## config.mk

```make
export PLATFORM = sky130hd
export DESIGN_NAME = vram_write_buffer
export DESIGN_NICKNAME = d
export VERILOG_FILES = /design/src/rtl/vram_pkg.sv /design/src/rtl/vram_wr_fifo.sv /design/src/rtl/vram_write_buffer.sv
export SDC_FILE = /design/constraint.sdc
export NUM_CORES = 1
export LEC_CHECK = 0
export BUFFER_PORTS_ARGS = -buffer_cell sky130_fd_sc_hd__buf_2
export CAP_MARGIN = 20
export CORE_ASPECT_RATIO = 2
export CORE_MARGIN = 2
export CORE_UTILIZATION = 55
export CTS_BUF_LIST = sky130_fd_sc_hd__clkbuf_2
export CTS_CLUSTER_SIZE = 40
export DETAILED_ROUTE_END_ITERATION = 10
export GPL_TIMING_DRIVEN = 0
export HOLD_SLACK_MARGIN = 0.06
export PLACE_DENSITY = 0.71
export SLEW_MARGIN = 15
export SYNTH_ARGS = -nofsm -noshare
export SYNTH_HDL_FRONTEND = slang
export SYNTH_SLANG_ARGS = --single-unit
```

## constraint.sdc

```tcl
create_clock -name PixClk5 -period 5.4 [get_ports PixClk5]
set_input_delay 0.81 -clock PixClk5 [delete_from_list [all_inputs] [get_ports PixClk5]]
set_output_delay 0.81 -clock PixClk5 [all_outputs]
set_load 0.01 [all_outputs]
```

## src/rtl/vram_pkg.sv

```systemverilog
// Shared VideoRAM definitions: word geometry and the field layout of a text cell.
package vram_pkg;

  localparam int VRAM_ADDR_W = 12;
  localparam int VRAM_DATA_W = 18;

  localparam int BLINK_LSB = 16;
  localparam int COLOR_LSB = 8;
  localparam int CHAR_LSB  = 0;

  typedef struct packed {
    logic [1:0] blink;
    logic [7:0] color;
    logic [7:0] chr;
  } vram_word_t;

  // Assemble a RAM word from its blink/color/char fields.
  function automatic logic [VRAM_DATA_W-1:0] pack_word(input logic [1:0] blink,
                                                        input logic [7:0] color,
                                                        input logic [7:0] chr);
    logic [VRAM_DATA_W-1:0] w;
    w = '0;
    w[BLINK_LSB +: 2] = blink;
    w[COLOR_LSB +: 8] = color;
    w[CHAR_LSB  +: 8] = chr;
    return w;
  endfunction

endpackage

```

## src/rtl/vram_wr_fifo.sv

```systemverilog
// Generic synchronous FIFO with combinational head output and an occupancy count.
// A push on a full FIFO is accepted only when a pop retires an entry in the same cycle.
module vram_wr_fifo #(
  parameter  int WIDTH = 30,
  parameter  int DEPTH = 16,
  localparam int PTR_W = $clog2(DEPTH),
  localparam int LVL_W = PTR_W + 1
) (
  input  logic             clk,
  input  logic             rst_n,
  input  logic             push_i,
  input  logic             pop_i,
  input  logic [WIDTH-1:0] din_i,
  output logic [WIDTH-1:0] dout_o,
  output logic             full_o,
  output logic             empty_o,
  output logic [LVL_W-1:0] level_o
);

  logic [WIDTH-1:0] mem_q [DEPTH];
  logic [PTR_W-1:0] wr_ptr_q, wr_ptr_d;
  logic [PTR_W-1:0] rd_ptr_q, rd_ptr_d;
  logic [LVL_W-1:0] level_q, level_d;
  logic             do_push, do_pop;

  assign full_o  = (level_q == LVL_W'(DEPTH));
  assign empty_o = (level_q == '0);
  assign level_o = level_q;
  assign dout_o  = mem_q[rd_ptr_q];

  assign do_pop  = pop_i && !empty_o;
  assign do_push = push_i && (!full_o || do_pop);

  always_comb begin
    wr_ptr_d = wr_ptr_q;
    rd_ptr_d = rd_ptr_q;
    level_d  = level_q;
    if (do_push) wr_ptr_d = wr_ptr_q + PTR_W'(1);
    if (do_pop)  rd_ptr_d = rd_ptr_q + PTR_W'(1);
    unique case ({do_push, do_pop})
      2'b10:   level_d = level_q + LVL_W'(1);
      2'b01:   level_d = level_q - LVL_W'(1);
      default: level_d = level_q;
    endcase
  end

  // Storage is not reset; clearing the pointers is enough to discard pending entries.
  always_ff @(posedge clk) begin
    if (do_push) mem_q[wr_ptr_q] <= din_i;
  end

  always_ff @(posedge clk or negedge rst_n) begin
    if (!rst_n) begin
      wr_ptr_q <= '0;
      rd_ptr_q <= '0;
      level_q  <= '0;
    end else begin
      wr_ptr_q <= wr_ptr_d;
      rd_ptr_q <= rd_ptr_d;
      level_q  <= level_d;
    end
  end

endmodule

```

## src/rtl/vram_write_buffer.sv

```systemverilog
// Buffers decoder write requests and retires them to the VideoRAM port only in
// cycles the display fetch leaves free. Requests that cannot be held are dropped and flagged.
module vram_write_buffer
  import vram_pkg::*;
#(
  parameter  int DEPTH  = 16,
  parameter  int ADDR_W = VRAM_ADDR_W,
  parameter  int DATA_W = VRAM_DATA_W,
  localparam int LVL_W  = $clog2(DEPTH) + 1
) (
  input  logic              PixClk5,
  input  logic              nReset,
  input  logic [ADDR_W-1:0] WrAddr,
  input  logic [DATA_W-1:0] WrData,
  input  logic              WrEn,
  input  logic              DispBusy,
  input  logic              ClrOverflow,
  output logic [ADDR_W-1:0] RamAddr,
  output logic [DATA_W-1:0] RamData,
  output logic              RamWe,
  output logic [LVL_W-1:0]  Level,
  output logic              Overflow
);

  localparam int ENTRY_W = ADDR_W + DATA_W;

  logic [ENTRY_W-1:0] head;
  logic               fifo_full, fifo_empty;
  logic               pop, drop;

  logic [ADDR_W-1:0]  ram_addr_q, ram_addr_d;
  logic [DATA_W-1:0]  ram_data_q, ram_data_d;
  logic               ram_we_q, ram_we_d;
  logic               overflow_q, overflow_d;

  // The RAM port is ours whenever the display is not fetching and something is queued.
  assign pop  = !fifo_empty && !DispBusy;
  assign drop = WrEn && fifo_full && !pop;

  vram_wr_fifo #(
    .WIDTH (ENTRY_W),
    .DEPTH (DEPTH)
  ) u_fifo (
    .clk     (PixClk5),
    .rst_n   (nReset),
    .push_i  (WrEn),
    .pop_i   (pop),
    .din_i   ({WrAddr, WrData}),
    .dout_o  (head),
    .full_o  (fifo_full),
    .empty_o (fifo_empty),
    .level_o (Level)
  );

  always_comb begin
    ram_addr_d = ram_addr_q;
    ram_data_d = ram_data_q;
    ram_we_d   = 1'b0;
    overflow_d = overflow_q;
    if (pop) begin
      ram_addr_d = head[ENTRY_W-1:DATA_W];
      ram_data_d = head[DATA_W-1:0];
      ram_we_d   = 1'b1;
    end
    // A drop in the same cycle as a clear keeps the flag set.
    if (drop)             overflow_d = 1'b1;
    else if (ClrOverflow) overflow_d = 1'b0;
  end

  always_ff @(posedge PixClk5 or negedge nReset) begin
    if (!nReset) begin
      ram_addr_q <= '0;
      ram_data_q <= '0;
      ram_we_q   <= 1'b0;
      overflow_q <= 1'b0;
    end else begin
      ram_addr_q <= ram_addr_d;
      ram_data_q <= ram_data_d;
      ram_we_q   <= ram_we_d;
      overflow_q <= overflow_d;
    end
  end

  assign RamAddr  = ram_addr_q;
  assign RamData  = ram_data_q;
  assign RamWe    = ram_we_q;
  assign Overflow = overflow_q;

endmodule

```

## Word level (Yosys, flattened, before mapping)

Memory sizes are Yosys's and may differ from the RTL's. A register that Yosys moved wholly into a read port is not among the register bits.
Index checks and enable logic that the tools add are counted.

- Register bits after elaboration: 15
- RAM bits: 480
- Input bits: 35
- Output and inout port bits: 37
- Logic and storage cells: 33
- Memories kept: 1

- $add $sub $neg: 4
- Eq/ne operators: 3
- Mux-type cells: 6
- Reduce and logical (&&, ||, !) cells: 14

Memories:

| name | depth | width | read ports | clocked after memory_dff | write ports | line | text |
|---|---|---|---|---|---|---|---|
| u_fifo.mem_q | 16 | 30 | 1 | 1 | 1 | vram_wr_fifo.sv:20 | `logic [WIDTH-1:0] mem_q [DEPTH];` |

Operators with widths:

| kind | count |
|---|---|
| $pmux W5 S2 | 1 |
| $add A4 B1 Y4 const B | 2 |
| $add A5 B1 Y5 const B | 1 |
| $eq A5 B5 Y1 const B | 1 |
| $logic_and A1 B1 Y1 | 5 |
| $logic_not A1 Y1 | 5 |
| $logic_not A5 Y1 | 1 |
| $mux W1 | 5 |
| $sub A5 B1 Y5 const B | 1 |
| $reduce_bool A2 Y1 | 2 |
| $eq A2 B1 Y1 const B | 1 |
| $eq A2 B2 Y1 const B | 1 |
| $logic_or A1 B1 Y1 | 1 |

## Logic depth before layout (Yosys ltp)

Gate-level depths: netlist of the first run.

- Depth after elaboration: 8
- Gate-level depth with buffers: 11
- Mapped depth without buffers: 9

## Hierarchy

From an unflattened synthesis of the first run, not the netlist that was laid out.

- Cell total of the unflattened synthesis: 917
- Area, all modules: 20078.0 sq um

Modules (own cells, without submodules):

| module | instances | cells each | area an instance (sq um) | sequential area each (sq um) |
|---|---|---|---|---|
| vram_wr_fifo | 1 | 848 | 18865.6 | 14739.1 |
| vram_write_buffer | 1 | 69 | 1212.4 | 800.8 |

## Worst setup path before layout of the first run

Ideal clock, no wire load.

- Kind: input port to flip-flop
- From: input port WrEn
- To: memory u_fifo.mem_q[1][0] (enable)
- Setup time: 0.493 ns
- Arrival: 4.399 ns
- Required time: 4.907 ns
- Setup slack: 0.508 ns
- Stages: 4
- Path buffers: 2
- Path through: clkbuf_1 -> clkbuf_1 -> o21ai_0 -> nor4_1

- Cells in the longest elaborated chain, start to end: 3

Ends and longest elaborated chain:

| what | line | text |
|---|---|---|
| start: declaration | vram_write_buffer.sv:15 | `input logic WrEn,` |
| $logic_and A1 B1 Y1 | vram_wr_fifo.sv:32 | `assign do_push = push_i && (!full_o \|\| do_pop);` |
| $mux W1 | vram_wr_fifo.sv:49 | `if (do_push) mem_q[wr_ptr_q] <= din_i;` |
| $mux W1 (not written as such) | vram_wr_fifo.sv:49 |  |
| end: declaration | vram_wr_fifo.sv:20 |  |

No other way between the ends.

## Final worst setup path of the first run

- From: register u_fifo.level_q[1] (netlist: u_fifo.level_o[1])
- To: memory u_fifo.mem_q[11][27] (enable)

- Cells in the longest elaborated chain, start to end: 8
- Elaborated cells on any way between the ends: 10
- Those cells by class: eq/ne (1); mux (2); reduce/logical (7)

Ends and longest elaborated chain:

| what | line | text |
|---|---|---|
| start: declaration | vram_wr_fifo.sv:23 | `logic [LVL_W-1:0] level_q, level_d;` |
| start signal: assignment | vram_wr_fifo.sv:60 | `level_q <= level_d;` |
| $logic_not A5 Y1 | vram_wr_fifo.sv:27 | `assign empty_o = (level_q == '0);` |
| $logic_not A1 Y1 | vram_wr_fifo.sv:31, vram_write_buffer.sv:37 |  |
| $logic_and A1 B1 Y1 | vram_write_buffer.sv:37 | `assign pop = !fifo_empty && !DispBusy;` |
| $logic_and A1 B1 Y1 | vram_wr_fifo.sv:31 | `assign do_pop = pop_i && !empty_o;` |
| $logic_or A1 B1 Y1 * | vram_wr_fifo.sv:32 |  |
| $logic_and A1 B1 Y1 * | vram_wr_fifo.sv:32 |  |
| $mux W1 * | vram_wr_fifo.sv:49 |  |
| $mux W1 (not written as such) * | vram_wr_fifo.sv:49 |  |

Mark *: on every way between the ends. The rest lies on a longest branch, timed or not.

==> flow_results.org, run 1 <==
** Yosys
- Net count of the mapped netlist :: 971
- Top FF cell, synth :: sky130_fd_sc_hd__edfxtp_1
- After technology mapping, the gate count stands at 929.
- Total number of yosys warnings :: 0
- Area leader, netlist :: sky130_fd_sc_hd__edfxtp_1
- Number of distinct library cells after synthesis :: 41
- Synth area leaders :: sky130_fd_sc_hd__edfxtp_1, sky130_fd_sc_hd__mux4_2, sky130_fd_sc_hd__dfrtp_1
- Synthesis inferred 525 register bits.
- Cell area after synthesis :: 0.0203 mm2
- In the post-synthesis netlist, the cell with the most instances is sky130_fd_sc_hd__edfxtp_1.
- Async set or reset register ratio after synthesis :: 8.57%
- EDFF count, synth :: 480
- Sequential cell area fraction in the yosys report :: 76.7%
- Commonest cells in the netlist :: sky130_fd_sc_hd__edfxtp_1, sky130_fd_sc_hd__mux4_2, sky130_fd_sc_hd__dfrtp_1, sky130_fd_sc_hd__nor3_1, sky130_fd_sc_hd__mux2i_1
- Post-synthesis area per instance :: 21.8 um2
- After synthesis, the largest area contributor takes up 71.1% of total cell area.

** STA
- The worst path in the final design needs a cycle of 3450 ps, including I/O delays and setup.
- In the finished design, the share of the clock period the worst path needs comes to 63.9%.
- The number of hold violations in the final report was 0.
- Unrepaired setup endpoints after global routing :: false
- Worst clock skew :: 75.6 ps
- Maximum clock frequency :: 290 MHz
- Hold timing on the final database bottoms out at a slack of 323 ps.
- Max Slew Vio Count :: 0
- The worst pin sits at a relative slew slack of 28.1%.
- # setup viols final :: 0
- For the pin with the worst max-slew slack, the measured transition is 1080 ps.

** Clock tree
- Clock latency on the worst-skew pair, taken at its later pin, is 1070 ps.
- Maximum root-to-sink buffer count :: 3
- In this run the post-CTS setup repair buffer count came out at 0.
- CTS saw 525 sinks.
- H-tree levels :: 3
- TritonCTS created 104 clock buffers.
- Clock-pin slew was measured on the worst setup and hold paths at 140 ps.
- TritonCTS built the clock tree.
- Cell chosen for the clock root :: sky130_fd_sc_hd__clkbuf_2

** Power
- Dividing total power by cell area gives a power density of 481 mW/mm2.
- Lkg Pwr :: 8.06 nW
- Largest voltage drop on the vdd net :: 0.237 mV

** Route
- Vias :: 10500
- Routed WL :: 46.1 mm
- Detailed Route Iter0 Violations :: 792
- After detailed routing, the number of vias per cell comes to 6.01.
- Detailed-route wire length per cell :: 26.3 um
- The pre-antenna-repair detailed-routing pass consisted of 5 iterations.
- Antenna viol nets, final :: 0
- In the routed design, unresolved DRC markers number 0.

** Final layout
- Number of fillers in the final layout :: 2612
- In the final layout, flip-flops and latches occupy 0.0155 mm2.
- Total area of multi-input combinational cells :: 0.00450 mm2
- Area growth from synthesis to final layout :: 14.5%
- In the final layout, the share of cells above drive strength 1 is 38.8%.
- For this run, the post-layout net count is 1246.
- Once layout is done, the placed cells without fillers occupy 0.0232 mm2.
- Once layout is complete, the utilization of the core stands at 63.8%.
- For this run, the number of standard cells in the final layout without fillers is 1750.

** Die
- Die X-Extent :: 140 um
- Starting density of the core :: 55.7%
- Area inside the core boundary :: 0.0364 mm2
- Cell Rows :: 99
- The die covers 0.0385 mm2.
- Top Ports :: 72
- Die height :: 275 um

** Critical path
- Critical path class :: reg -> reg
- STA classifies the critical path endpoint as a flop.
- The worst register-to-register path ends at u_fifo.mem_q[11][27]$_DFFE_PP_.
- In this run the worst path has a maximum fanout of 10.
- Worst R2R Start :: u_fifo.level_o[1]$_DFFE_PN0P_
- Launching element type of the critical path :: flop
- Required time of the critical path :: 6150 ps
- FF-to-FF setup slack :: 1950 ps
- For the worst setup path, the data arrival time is 4200 ps.
- Measured in cells, the most critical reg-to-reg path has a length of 10.

** Outcome
- Run status :: finished, final reports clean

** Global route
- Overall routing resource usage :: 24.6%
- Wire length of the first global-routing pass :: 68.2 mm
- Summed over all layers, the global routing overflow is 0.
- Entering global routing, the biggest net connects 46 pins.
- The initial antenna violation count is 1.
- The via count of the first global-routing pass is 11300.

** Min path
- The path class of the tightest hold or removal check is in -> async.

** Placement
- Gpl congestion :: 0.781
- After detailed placement, the design holds a cell count of 1518.
- After legalization and detailed placement, the total HPWL measured 30.1 mm.
- Port buffering added 70 buffers.
- Post-DP Area :: 0.0218 mm2

** Job
- Max-cap violations in this run came to 0.
## registers in the layout, summed over array words and instances, names as in the netlist
signal           flops
RamData             18
u_fifo.wr_ptr_q      4
Overflow             1
RamAddr             12
RamWe                1
u_fifo.rd_ptr_q      4
u_fifo.mem_q       480
u_fifo.level_o       5
## critical path: stages, from the launching register on
cell and delay, ps:
sky130_fd_sc_hd__dfrtp_1 350, sky130_fd_sc_hd__clkbuf_1 340, sky130_fd_sc_hd__or4_4 210, sky130_fd_sc_hd__buf_2 210, sky130_fd_sc_hd__o21a_1 140, sky130_fd_sc_hd__clkbuf_1 300
sky130_fd_sc_hd__nand2_1 250, sky130_fd_sc_hd__nor3_2 700, sky130_fd_sc_hd__buf_6 250, sky130_fd_sc_hd__buf_4 210, sky130_fd_sc_hd__buf_4 210
## worst max-delay path by stage
stage                             startpoint  cells past startpoint  slack [ps]                             end
6_report       u_fifo.level_o[1]$_DFFE_PN0P_                     10        1950  u_fifo.mem_q[11][27]$_DFFE_PP_
5_1_grt        u_fifo.level_o[1]$_DFFE_PN0P_                     10        1710   u_fifo.mem_q[11][0]$_DFFE_PP_
4_1_cts        u_fifo.level_o[1]$_DFFE_PN0P_                     10        1960  u_fifo.mem_q[11][27]$_DFFE_PP_
3_5_place_dp                            WrEn                      8        1940  u_fifo.mem_q[11][27]$_DFFE_PP_
3_3_place_gp                            WrEn                      4       -3500   u_fifo.mem_q[0][25]$_DFFE_PP_
2_1_floorplan                           WrEn                      4         510    u_fifo.mem_q[1][0]$_DFFE_PP_
## metrics by stage
| step | TNS [ps] | setup slack (ps) | total power [mW] |
|---|---|---|---|
| floorplan | 0 | 508 | 7.61 |
| global placement | -746360 | -3500 | 8.70 |
| detailed placement | 0 | 1940 | 8.90 |
| CTS | 0 | 1960 | 11.3 |
| global route | 0 | 1710 | 11.7 |
| finish | 0 | 1950 | 11.2 |
## layout make-up
type / instances / area share (%)
diodes: 1 / 0.0108
plain buffers: 59 / 1.24
clock buffers: 143 / 3.08
clock inverters: 54 / 1.35
inverters: 10 / 0.162
multi-input cells: 335 / 19.4
flip-flops and latches: 525 / 66.9
well taps: 454 / 2.45
repair buffers: 169 / 5.40
## where the power goes
group | switching [mW] | internal (mW)
clock network | 1.48 | 0.886
registers | 0.194 | 4.94
logic | 1.98 | 1.68
total | 3.65 | 7.51
## layout by cell type, fill, tap and decap left out, types with 2 or more instances in the layout
cell	netlist	routed
sky130_fd_sc_hd__nor2_1	12	8
sky130_fd_sc_hd__mux2_2	30	30
sky130_fd_sc_hd__o211ai_1	2	2
sky130_fd_sc_hd__xnor2_1	8	8
sky130_fd_sc_hd__inv_2	1	3
sky130_fd_sc_hd__edfxtp_1	480	480
sky130_fd_sc_hd__nor2_4	0	4
sky130_fd_sc_hd__a21o_1	2	2
sky130_fd_sc_hd__clkbuf_2	0	143
sky130_fd_sc_hd__clkinv_2	0	19
sky130_fd_sc_hd__dfrtp_1	45	45
sky130_fd_sc_hd__mux2i_1	32	32
sky130_fd_sc_hd__buf_1	9	9
sky130_fd_sc_hd__clkinv_1	0	28
sky130_fd_sc_hd__nand4_1	2	2
sky130_fd_sc_hd__buf_2	18	104
sky130_fd_sc_hd__nand2_1	14	14
sky130_fd_sc_hd__a21oi_1	2	2
sky130_fd_sc_hd__buf_16	0	4
sky130_fd_sc_hd__nor4_2	0	4
sky130_fd_sc_hd__inv_1	9	9
sky130_fd_sc_hd__ha_1	7	7
sky130_fd_sc_hd__clkbuf_1	24	24
sky130_fd_sc_hd__buf_6	4	10
sky130_fd_sc_hd__mux4_2	120	120
sky130_fd_sc_hd__nor3_2	0	8
sky130_fd_sc_hd__buf_4	4	42
sky130_fd_sc_hd__bufinv_16	0	3
sky130_fd_sc_hd__dlygate4sd3_1	0	34
sky130_fd_sc_hd__nor3_1	41	33
sky130_fd_sc_hd__a221o_1	31	31
sky130_fd_sc_hd__nand3_1	6	6
sky130_fd_sc_hd__o21ai_0	5	5
sky130_fd_sc_hd__nor2b_1	2	2
## cell families after synthesis
logic type / synth area share [%]
simple gates: 2.08
xor+xnor: 0.346
buf+inv: 1.61
flops: 76.7
compound gates: 2.28
mux: 16.6
fa+ha+maj: 0.432
## per-layer routing
layer / GRT usage [%] / share of wire, %
met1: 27.7 / 36
met2: 44.9 / 56
met3: 5.40 / 5.3
met4: 10.8 / 3.3
met5: 0 / 0
## repair_timing
action | in CTS | in global routing
resized for setup | 0 | 0
hold endpoints to repair | 507 | 0
hold buffers | 34 | 0
Power figures use the tool's default switching activity.
==> inputs of run 2 (changes only) <==
==> constraint.sdc (replaced) <==
create_clock -name PixClk5 -period 3.6 [get_ports PixClk5]
set_input_delay 0.54 -clock PixClk5 [delete_from_list [all_inputs] [get_ports PixClk5]]
set_output_delay 0.54 -clock PixClk5 [all_outputs]
set_load 0.01 [all_outputs]
==> run 2 against run 1 <==
Sequential power up 50%. Worst hold slack better by 81 ps. Clock power rose by 42%. Combinational power is 51% higher. Routed wire length barely moved. Register-to-register slack got worse by 1800 ps. Critical path depth is the same. Global-route usage is 0.057 points higher. Die area unchanged. Maximum frequency is 0.54% higher. Sequential share of layout area about the same. Power up 49%. Highest routed layer unchanged.
==> flow_results.org, run 2 (synthesis gave the netlist of run 1 again) <==
** Outcome
- Run status :: finished, final reports clean

** Route
- The detailed router finished its first iteration with 979 violations.
- After detailed routing, the number of vias per cell comes to 6.05.
- First-pass iteration count of the detailed router :: 5
- Across all layers, the routed design uses 10600 vias.
- The count of nets left with antenna violations once routing finished came out at 0.
- Detailed-route wire length per cell :: 26.3 um
- DR DRC count :: 0
- Routed WL :: 46.0 mm

** Critical path
- STA classifies the critical path startpoint as a flop.
- Arrival time of data at the critical path endpoint :: 4160 ps
- Maximum fanout along the worst path :: 10
- Among all stages on the critical path, the largest delay is contributed by sky130_fd_sc_hd__nor3_2.
- Crit path max-delay family :: buffers and inverters
- The critical path in this run is classified as reg -> reg.
- STA classifies the critical path endpoint as a flop.
- Data on the critical path is required at its endpoint by 4330 ps.
- The startpoint identified for the worst register-to-register timing path is u_fifo.level_o[1]$_DFFE_PN0P_.
- Together, buffers and inverters on the worst path number 6.
- Maximum single-stage delay on the critical path :: 600 ps
- Launching element of the worst setup path :: u_fifo.level_o[1]$_DFFE_PN0P_
- Worst path cell trace :: clkbuf_1 -> or4_4 -> buf_2 -> o21a_1 -> clkbuf_1 -> nand2_1 -> nor3_2 -> buf_6 -> buf_4 -> buf_4

** Power
- Proportion of total power due to net switching :: 32.7%
- Power spread over the standard cell area amounts to 714 mW/mm2.
- Largest voltage drop on the vdd net :: 0.334 mV
- P_sw :: 5.43 mW
- The clock network is responsible for 20.3% of the overall power.
- The internal power of the cells totals 11.1 mW.
- For this design the static power due to leakage is 8.03 nW.
- Combinational share of power :: 33.2%
- Sequential cells burn 46.4% of the power.

** Clock tree
- Once the clock tree was built, the setup fixing pass inserted 0 buffers.
- TritonCTS built the clock tree.
- The number of clock buffers added by TritonCTS is 105.
- After clock tree synthesis, the clock-pin slew on the worst setup and hold paths is 130 ps.
- In this run the deepest clock path goes through 3 buffers.
- The tree is rooted in a sky130_fd_sc_hd__clkbuf_2.
- Clock sink total :: 525
- The later pin in the worst-skew pair is clocked with a latency of 1050 ps.
- H-tree levels :: 3

** Final layout
- Ranked by flip-flop count, first place goes to u_fifo.mem_q.
- Final cell utilization of the core :: 63.8%
- The library cell used most frequently in the layout, excluding fill and tap cells, is sky130_fd_sc_hd__edfxtp_1.
- Max reg flops :: 480
- Share of layout cells above drive strength 1 :: 37.9%
- Number of nets in the final layout :: 1244
- Area growth from synthesis to final layout :: 14.6%
- Leading cell types in the layout, fill and taps excluded :: sky130_fd_sc_hd__edfxtp_1, sky130_fd_sc_hd__clkbuf_2, sky130_fd_sc_hd__mux4_2, sky130_fd_sc_hd__buf_2, sky130_fd_sc_hd__dfrtp_1
- Count of placed standard cells in the final layout, fillers left out :: 1747

** Min path
- Min-Delay Startpoint :: WrData[1]
- Type of the worst min-delay path :: in -> reg

** Global route
- Global route overflow :: 0
- The initial antenna violation count came to 1.
- Maximum number of pins on one net before global-route repair :: 35
- Wire length of the first global-routing pass :: 68.5 mm
- The via count of the first global-routing pass is 11200.
- Overall routing resource usage :: 24.7%

** STA
- Clock skew on the completed layout was measured at 54.6 ps.
- After routing, the total negative slack on setup checks comes to 0 ps.
- Max Slew Vio Count :: 0
- The number of hold violations in the final report is 0.
- Period Utilization, post-route :: 95.3%
- Unrepaired setup endpoints after global routing :: false
- For the pin with the worst max-slew slack, the measured transition is 1050 ps.
- Based on the critical path, the design can be clocked at up to 292 MHz.
- Headroom to the max-slew limit came out at 29.9%.
- Final min period :: 3430 ps
- # setup viols final :: 0

** Die
- Measured along the y axis, the die boundary spans 275 um.
- Area inside the core boundary :: 0.0364 mm2
- For this configuration, the core starts out at a cell density of 55.7%.
- Die X-Extent :: 140 um
- The die covers 0.0385 mm2.
- Cell Rows :: 99
- In this run the count of I/O pins placed on the die edge is 72.

** Placement
- Routability-driven placement finished with a final weighted congestion of 0.802.
- Cell Count Post-Placement :: 1511
- IO buf count :: 70
- HPWL Detailed :: 30.3 mm

** Job
- Across the run, the number of max-cap violations was 0.
## run 2: path summary, 6_finish.rpt
kind	depth (start not counted)	endpoint	slack, ps
setup / recovery	10	u_fifo.mem_q[5][2]$_DFFE_PP_	170
hold / removal	2	u_fifo.mem_q[12][1]$_DFFE_PP_	400
setup reg to reg	10	u_fifo.mem_q[5][2]$_DFFE_PP_	170
hold reg to reg	1	RamData[8]$_DFFE_PN0P_	520
max in group asynchronous	4	RamAddr[10]$_DFFE_PN0P_	1400
min in group asynchronous	3	RamData[9]$_DFFE_PN0P_	580
## run 2: per-stage QoR
step                setup slack (ps)  cell area, um2  hold slack [ps]  power (mW)
finish                           170           23200              404        16.6
global route                    53.0           23200              347        17.3
CTS                              185           23200              303        16.8
detailed placement               155           21900              501        13.4
global placement               -5290           21200              492        13.1
floorplan                      -1020           20300              244        11.4
## run 2: layout make-up
cell class	count	area, um2
fill	2618	13200
multi-input combinational	335	4520
clock inverter	50	233
timing repair buffer	166	1300
sequential	525	15500
inverter	10	37.5
buffer	59	289
antenna	1	2.50
tap	454	568
clock buffer	147	736
## run 2: power by group through the flow
stage	clock [mW]	sequential (mW)	combinational (mW)
after floorplan	0	7.86	3.57
after global placement	0	7.89	5.17
after detailed placement	0	7.84	5.52
after CTS	3.47	7.70	5.59
after global routing	3.73	7.75	5.87
final	3.37	7.70	5.51
## run 2: timing repair
action / 4_1_cts / 5_1_grt
gates resized for setup: 0 / 0
endpoints found under the hold margin: 533 / 0
hold buffers: 38 / 0
## run 2: routing by layer
layer	up-vias	part of all wire, %	GRT usage (%)
met1	5502	35	28.7
met3	97	5.7	4.35
met2	438	56	44.8
met4	0	3.6	11.0
li1	4531	-	-
met5	-	0	0
